**src/rtl/div_issue_ctrl_pkg.sv**
```systemverilog
// Shared definitions for the divider issue controller: op bit positions,
// controller state encodings and small op-decode helpers.
package div_issue_ctrl_pkg;

    // Bit positions inside the one-hot req_op vector {div_w, mod_w, div_wu, mod_wu}
    localparam int DIVOP_DIV_W  = 3;
    localparam int DIVOP_MOD_W  = 2;
    localparam int DIVOP_DIV_WU = 1;
    localparam int DIVOP_MOD_WU = 0;

    // Controller state encodings
    localparam logic [2:0] DIV_IDLE  = 3'd0;
    localparam logic [2:0] DIV_ISSUE = 3'd1;
    localparam logic [2:0] DIV_WAIT  = 3'd2;
    localparam logic [2:0] DIV_DONE  = 3'd3;
    localparam logic [2:0] DIV_DRAIN = 3'd4;

    // Signed ops go to the signed core
    function automatic logic op_is_signed(input logic [3:0] op);
        return op[DIVOP_DIV_W] | op[DIVOP_MOD_W];
    endfunction

    // Divide ops return the quotient, modulo ops the remainder
    function automatic logic op_is_quot(input logic [3:0] op);
        return op[DIVOP_DIV_W] | op[DIVOP_DIV_WU];
    endfunction

endpackage

```
**src/rtl/div_issue_ctrl_chk.sv**
```systemverilog
// Protocol checker for the divider issue controller.
module div_issue_ctrl_chk
    import div_issue_ctrl_pkg::*;
(
    input  logic       clk,
    input  logic       resetn,
    input  logic [2:0] state,
    input  logic       req_valid,
    input  logic [3:0] req_op,
    input  logic       flush,
    input  logic       drop,
    input  logic       dvd_tvalid,
    input  logic       dvd_tready,
    input  logic       dvs_tvalid,
    input  logic       dvs_tready
);

    // A request taken in IDLE must carry exactly one op bit
    a_legal_op: assert property (@(posedge clk) disable iff (!resetn)
        (state == DIV_IDLE && req_valid && !flush) |-> $onehot(req_op));

    // An offered dividend stays offered until accepted or abandoned
    a_dvd_hold: assert property (@(posedge clk) disable iff (!resetn)
        (dvd_tvalid && !dvd_tready && !drop) |=> dvd_tvalid);

    // An offered divisor stays offered until accepted or abandoned
    a_dvs_hold: assert property (@(posedge clk) disable iff (!resetn)
        (dvs_tvalid && !dvs_tready && !drop) |=> dvs_tvalid);

endmodule

```
**src/rtl/div_operand_chan.sv**
```systemverilog
// One operand channel handshake tracker: holds tvalid from request load until
// the core accepts the operand, or until the operation is abandoned.
module div_operand_chan (
    input  logic clk,
    input  logic resetn,
    input  logic load,
    input  logic drop,
    input  logic tready,
    output logic tvalid,
    output logic hs
);

    logic pend_r;
    logic hs_s;

    assign hs_s   = pend_r & tready;
    assign hs     = hs_s;
    assign tvalid = pend_r;

    // Pending flag: set on load, cleared by the handshake or an abandon
    always_ff @(posedge clk) begin
        if (!resetn) begin
            pend_r <= 1'b0;
        end else if (drop) begin
            pend_r <= 1'b0;
        end else if (load) begin
            pend_r <= 1'b1;
        end else if (hs_s) begin
            pend_r <= 1'b0;
        end else begin
            pend_r <= pend_r;
        end
    end

endmodule

```
**src/rtl/div_issue_ctrl.sv**
```systemverilog
// Divider issue controller: sequences one divide/modulo op at a time through
// the shared signed/unsigned AXI-stream divider cores and holds the result
// for EXE. A flush drains any in-flight core operation and discards it.
module div_issue_ctrl
    import div_issue_ctrl_pkg::*;
#(
    parameter int DATA_W = 32
) (
    input  logic                clk,
    input  logic                resetn,
    input  logic                req_valid,
    output logic                req_ready,
    input  logic [3:0]          req_op,
    input  logic [DATA_W-1:0]   req_src1,
    input  logic [DATA_W-1:0]   req_src2,
    output logic                resp_valid,
    input  logic                resp_ready,
    output logic [DATA_W-1:0]   resp_result,
    input  logic                flush,
    output logic                busy,
    output logic                s_dividend_tvalid,
    output logic                s_divisor_tvalid,
    output logic [DATA_W-1:0]   s_dividend_tdata,
    output logic [DATA_W-1:0]   s_divisor_tdata,
    output logic                sel_signed,
    input  logic                s_dividend_tready_s,
    input  logic                s_divisor_tready_s,
    input  logic                s_dividend_tready_u,
    input  logic                s_divisor_tready_u,
    input  logic                m_dout_tvalid_s,
    input  logic                m_dout_tvalid_u,
    input  logic [2*DATA_W-1:0] m_dout_tdata_s,
    input  logic [2*DATA_W-1:0] m_dout_tdata_u
);

    logic [2:0]          state_r, state_nxt_s;
    logic [DATA_W-1:0]   dvd_r, dvs_r, result_r;
    logic                sel_signed_r, quot_r;
    logic                resp_valid_r, busy_r, req_ready_r;

    logic                dvd_tready_s, dvs_tready_s, dout_valid_s;
    logic [2*DATA_W-1:0] dout_data_s;
    logic                dvd_pend_s, dvs_pend_s, dvd_hs_s, dvs_hs_s;
    logic                load_s, drop_s, ops_done_s, capture_s;

    // Route the selected core's handshake and result signals
    always_comb begin
        if (sel_signed_r) begin
            dvd_tready_s = s_dividend_tready_s;
            dvs_tready_s = s_divisor_tready_s;
            dout_valid_s = m_dout_tvalid_s;
            dout_data_s  = m_dout_tdata_s;
        end else begin
            dvd_tready_s = s_dividend_tready_u;
            dvs_tready_s = s_divisor_tready_u;
            dout_valid_s = m_dout_tvalid_u;
            dout_data_s  = m_dout_tdata_u;
        end
    end

    // A new op is taken only in IDLE; a simultaneous flush cancels it
    assign load_s     = (state_r == DIV_IDLE) & req_valid & ~flush;
    // Flush in ISSUE with neither operand ever accepted: core never started
    assign drop_s     = (state_r == DIV_ISSUE) & flush &
                        dvd_pend_s & ~dvd_hs_s & dvs_pend_s & ~dvs_hs_s;
    // Both operands accepted by the end of this cycle
    assign ops_done_s = (~dvd_pend_s | dvd_hs_s) & (~dvs_pend_s | dvs_hs_s);
    assign capture_s  = (state_r == DIV_WAIT) & dout_valid_s & ~flush;

    div_operand_chan u_dvd_chan (
        .clk    (clk),
        .resetn (resetn),
        .load   (load_s),
        .drop   (drop_s),
        .tready (dvd_tready_s),
        .tvalid (dvd_pend_s),
        .hs     (dvd_hs_s)
    );

    div_operand_chan u_dvs_chan (
        .clk    (clk),
        .resetn (resetn),
        .load   (load_s),
        .drop   (drop_s),
        .tready (dvs_tready_s),
        .tvalid (dvs_pend_s),
        .hs     (dvs_hs_s)
    );

    // Next-state selection; flush outranks every other transition
    always_comb begin
        state_nxt_s = state_r;
        case (state_r)
            DIV_IDLE: begin
                if (load_s) state_nxt_s = DIV_ISSUE;
                else        state_nxt_s = DIV_IDLE;
            end
            DIV_ISSUE: begin
                if (flush)           state_nxt_s = drop_s ? DIV_IDLE : DIV_DRAIN;
                else if (ops_done_s) state_nxt_s = DIV_WAIT;
                else                 state_nxt_s = DIV_ISSUE;
            end
            DIV_WAIT: begin
                if (flush)             state_nxt_s = dout_valid_s ? DIV_IDLE : DIV_DRAIN;
                else if (dout_valid_s) state_nxt_s = DIV_DONE;
                else                   state_nxt_s = DIV_WAIT;
            end
            DIV_DONE: begin
                if (flush || resp_ready) state_nxt_s = DIV_IDLE;
                else                     state_nxt_s = DIV_DONE;
            end
            DIV_DRAIN: begin
                // Result only exists once both operands have been taken
                if (!dvd_pend_s && !dvs_pend_s && dout_valid_s) state_nxt_s = DIV_IDLE;
                else                                            state_nxt_s = DIV_DRAIN;
            end
            default: state_nxt_s = DIV_IDLE;
        endcase
    end

    // State, operand/result capture and registered status outputs
    always_ff @(posedge clk) begin
        if (!resetn) begin
            state_r      <= DIV_IDLE;
            dvd_r        <= {DATA_W{1'b0}};
            dvs_r        <= {DATA_W{1'b0}};
            result_r     <= {DATA_W{1'b0}};
            sel_signed_r <= 1'b0;
            quot_r       <= 1'b0;
            resp_valid_r <= 1'b0;
            busy_r       <= 1'b0;
            req_ready_r  <= 1'b1;
        end else begin
            state_r      <= state_nxt_s;
            resp_valid_r <= (state_nxt_s == DIV_DONE);
            busy_r       <= (state_nxt_s != DIV_IDLE);
            req_ready_r  <= (state_nxt_s == DIV_IDLE);
            if (load_s) begin
                dvd_r        <= req_src1;
                dvs_r        <= req_src2;
                sel_signed_r <= op_is_signed(req_op);
                quot_r       <= op_is_quot(req_op);
            end
            if (capture_s) begin
                result_r <= quot_r ? dout_data_s[2*DATA_W-1:DATA_W] : dout_data_s[DATA_W-1:0];
            end
        end
    end

    assign req_ready         = req_ready_r;
    assign resp_valid        = resp_valid_r;
    assign resp_result       = result_r;
    assign busy              = busy_r;
    assign s_dividend_tvalid = dvd_pend_s;
    assign s_divisor_tvalid  = dvs_pend_s;
    assign s_dividend_tdata  = dvd_r;
    assign s_divisor_tdata   = dvs_r;
    assign sel_signed        = sel_signed_r;

    div_issue_ctrl_chk u_chk (
        .clk        (clk),
        .resetn     (resetn),
        .state      (state_r),
        .req_valid  (req_valid),
        .req_op     (req_op),
        .flush      (flush),
        .drop       (drop_s),
        .dvd_tvalid (dvd_pend_s),
        .dvd_tready (dvd_tready_s),
        .dvs_tvalid (dvs_pend_s),
        .dvs_tready (dvs_tready_s)
    );

endmodule

```
**config.mk**
```make
export PLATFORM = sky130hd
export DESIGN_NAME = div_issue_ctrl
export DESIGN_NICKNAME = d
export VERILOG_FILES = /design/src/rtl/div_issue_ctrl_pkg.sv /design/src/rtl/div_issue_ctrl_chk.sv /design/src/rtl/div_operand_chan.sv /design/src/rtl/div_issue_ctrl.sv
export SDC_FILE = /design/constraint.sdc
export NUM_CORES = 1
export LEC_CHECK = 0
export CAP_MARGIN = 20
export CORE_AREA = 2 2 121 123
export DETAILED_ROUTE_END_ITERATION = 8
export DIE_AREA = 0 0 123 125
export HOLD_SLACK_MARGIN = 0.03
export PLACE_DENSITY = 0.77
export RECOVER_POWER = 50
export REMOVE_ABC_BUFFERS = 1
export SYNTH_ARGS = -nofsm -noshare
export SYNTH_HDL_FRONTEND = slang
export SYNTH_SLANG_ARGS = --single-unit
export TNS_END_PERCENT = 100
```
**constraint.sdc**
```tcl
create_clock -name clk -period 2.06 [get_ports clk]
set_input_delay 0.515 -clock clk [delete_from_list [all_inputs] [get_ports clk]]
set_output_delay 0.515 -clock clk [all_outputs]
set_load 0.1 [all_outputs]
```
==> metrics.md, run 1 <==
| Metric | Value |
|---|---|
| Outcome | complete, no violations |
| Hold buffer count at cts | 0 |
| Via density | roughly 4.7 |
| Initial DRC count | between 200 and 250 |
| Router iterations before antenna repair | 4 |
| CP delay by family, top | buffers and inverters |
| Number of global-route vias before repair | 4570 |
| First-pass GRT wire length | roughly 23000 um |
| Max clock buf depth | 2 |
| Initial Util | roughly a third |
| Num Clock Sinks | roughly 110 |
| Fin nets | 1012 |
| # Post-CTS Setup Buffers | 0 |
| Row cnt | between 40 and 50 |
| Hold Vio Cnt, Final | 0 |
| Post_cts resized | 0 |
| Post-route DRC | 0 |
| Worst slew pin tran | approximately 0.58 ns |
| Unique cell type count in the Yosys netlist | 33 |
| Largest cells by area after synthesis | dfxtp_1 (44%), nand2_1 (16%), mux4_2 (15%) |
| Core Area | between 10000 and 15000 um2 |
| Port Buf Inserts | roughly 310 |
| P&R area growth vs syn | 63.06% |
| Worst skew pair latency | 0.35 ns |
| Number of synthesized register bits | 106 |
| Worst-case hold slack | 0.4508 ns |
| Total chip power | approximately 5300 uW |
| Register area | roughly 2100 um2 |
| Area used by multi-input combinational logic | 2460 um2 |
| Antenna Cells | 0 |
| Cell count after synthesis | 517 |
| Worst Setup End Kind | primary output |
| Max_cap viols | 0 |
| Crit path DAT | 1.29 ns |
| CP dominant cell by count | buf_12 |
| Synth Warn # | 0 |
| WP depth | 2 |
| R2R cell count | 5 |
| Maximum clock frequency | ~550 MHz |
| Clock Skew | between 0.007 and 0.008 ns |
| Hold Path Stages | 2 |
| Critical Path Fanout Max | 33 |
| IO Pins | between 300 and 400 |
| Syn_area_per_cell | about 9.3 um2 |
| Startpoint Class | flop |
| Critical path class | flop to primary output |
| Worst stage delay on the critical path | between 0.4 and 0.5 ns |
| Worst path bufs/invs | 2 |
| Via count | roughly 4700 |
| Relative slew margins | between 60% and 70% |
| RSZ-0062 raised after global routing | no |
| Leading area contributor after synthesis | dfxtp_1 |
| WL per Instance | 15.49 um |
| Post-Route WL | 15390 um |
| Final worst slack | 0.2551 ns |
| Pre-CTS setup slack | -0.05763 ns |
| Worst path cell trace | buf_12 > buf_12 |
| Total CTS buffers | 9 |
| Fillers | approximately 1300 |
| Worst-path clk slew | about 0.070 ns |
| Final worst path period share | 87.62% |
| Fin crit period | around 1.8 ns |
| Register area share after synthesis | between 40 and 50% |
| Peak VDD IR | roughly 500 uV |
| Post-Syn Area | 4827 um2 |
| Critical Path RT | 1.54 ns |
| Tot GR Track Use | 19.78% |
| Htree depth | 3 |
| Initial antenna violation count | 0 |
| Slowest CP cell | dfxtp_2 |
| CTS tree | yes |
| Final ANT Viol Nets | 0 |
| Root Buffer | clkbuf_16 |
| Post-Layout Cell Count | ~990 |
| Routability cong. | between 0.7 and 0.8 |
| Final setup viols | 0 |
| Post-synth top area share | a little over two fifths |
| Die Wd | roughly 120 um |
| Largest net degree at the start of global routing | 69 |
| Placed insts | slightly below 1000 |
| Pins Over Slew Limit | 0 |
| Hpwl dp | between 10000 and 15000 um |
| Congestion Overflow GR | 0 |
| Layout cells sized above 1 | between 20 and 25% |
| Worst hold path type | flop to flop |
| Leak pwr | between 0.003 and 0.004 uW |
| Pwr Density | ~680 nW/um2 |
| Die H | 125 um |
| Die area | about 15000 um2 |
==> state kept, by name, indices dropped and copies added (netlist names), 3 cells and up <==
| name | cells |
|---|---|
| s_divisor_tdata | 32 |
| resp_result | 32 |
| s_dividend_tdata | 32 |
| state_r | 3 |
==> cell usage after synthesis <==
cell type and count:
nor2_1 5, a21boi_1 49, a31oi_1 1, nand2_1 202
mux2i_1 2, a41oi_1 1, or3_1 1, o311ai_0 1
nor3_1 3, a21o_1 1, dfxtp_1 106, a21boi_0 47
and3_1 3, buf_1 1, nor2_2 2, buf_2 10
a31o_2 1, clkbuf_1 16, a21oi_1 4, buf_4 8
mux2_4 1, nor3b_1 2, inv_1 1, nand4_2 1
a211o_1 1, and4_1 1, o21ai_0 2, nand3_1 3
mux4_2 32, buf_6 5, nand4bb_1 1, nand4b_1 1
clkbuf_4 2
==> final cells by class <==
class	count	area share (%)
clock inverters	4	0.6517
clock buffers	12	3.131
repair buffers	319	35.02
inverters	1	0.04769
flip-flops and latches	106	26.98
well taps	184	2.925
multi-input cells	368	31.25
==> where the power goes <==
group          internal, uW  total (uW)  switching, uW
sequential             2120        2170           43.7
combinational           614        1430            821
clock                   978        1730            753
total                  3720        5330           1620
==> logic make-up after synthesis <==
kind of cell	Yosys count	share of synthesized area [%]
and+or+nand+nor	225	18.66
AOI/OAI and AO/OA	108	16.56
DFF	106	43.96
buffers and inverters	43	5.158
muxes	35	15.66
==> cells in the final DEF, fill, tap and decap left out, types with 6 or more instances in the layout <==
cell,count
buf_4,8
dfxtp_1,105
clkdlybuf4s50_1,203
nor2_1,6
a21boi_1,49
clkbuf_16,9
mux4_2,32
clkbuf_2,97
buf_12,8
nand2_1,202
a21boi_0,47
==> through the flow <==
step	area, um2	setup TNS (ns)	utilization (%)
2_1_floorplan	4582	-80.17	-
3_3_place_gp	7835	0	55.16
3_5_place_dp	7835	-0.2103	55.16
4_1_cts	8133	0	57.26
5_1_grt	7871	0	55.42
6_report	7871	0	55.42
==> routing by layer <==
layer  part of all wire (%)  track usage [%]
met5                      0                0
met1                     38            21.72
met2                     49            35.13
met4                    2.0            7.152
met3                     10            6.524
==> path summary, 6_finish.rpt <==
| check | startpoint | end | slack [ns] |
|---|---|---|---|
| min reg2reg | s_divisor_tdata[5]$_SDFFE_PN0P_ | s_divisor_tdata[5]$_SDFFE_PN0P_ | 0.45 |
| max reg2reg | state_r[1]$_SDFF_PN0_ | s_divisor_tdata[15]$_SDFFE_PN0P_ | 0.52 |
| max | sel_signed$_SDFFE_PN0P_ | sel_signed | 0.26 |
| min | s_divisor_tdata[5]$_SDFFE_PN0P_ | s_divisor_tdata[5]$_SDFFE_PN0P_ | 0.45 |
==> worst reg2reg max path: stages, from the launching register on <==
cell	delay [ns]
dfxtp_1	0.58
nor2_2	0.09
nand3_2	0.17
buf_12	0.28
nand2_1	0.14
a21boi_0	0.20
Power figures use the tool's default switching activity.
==> run 2, diff against run 1 <==
Settings changed: CTS_CLUSTER_DIAMETER set to 100.
==> results of run 2 <==
The final DEF is identical to that of run 1; final timing and power are the same.
==> run 3, diff against run 2 <==
Settings changed: ABC_CLOCK_PERIOD_IN_PS set to 2060.
==> results of run 3 <==
The final DEF is identical to that of run 1; final timing and power are the same.
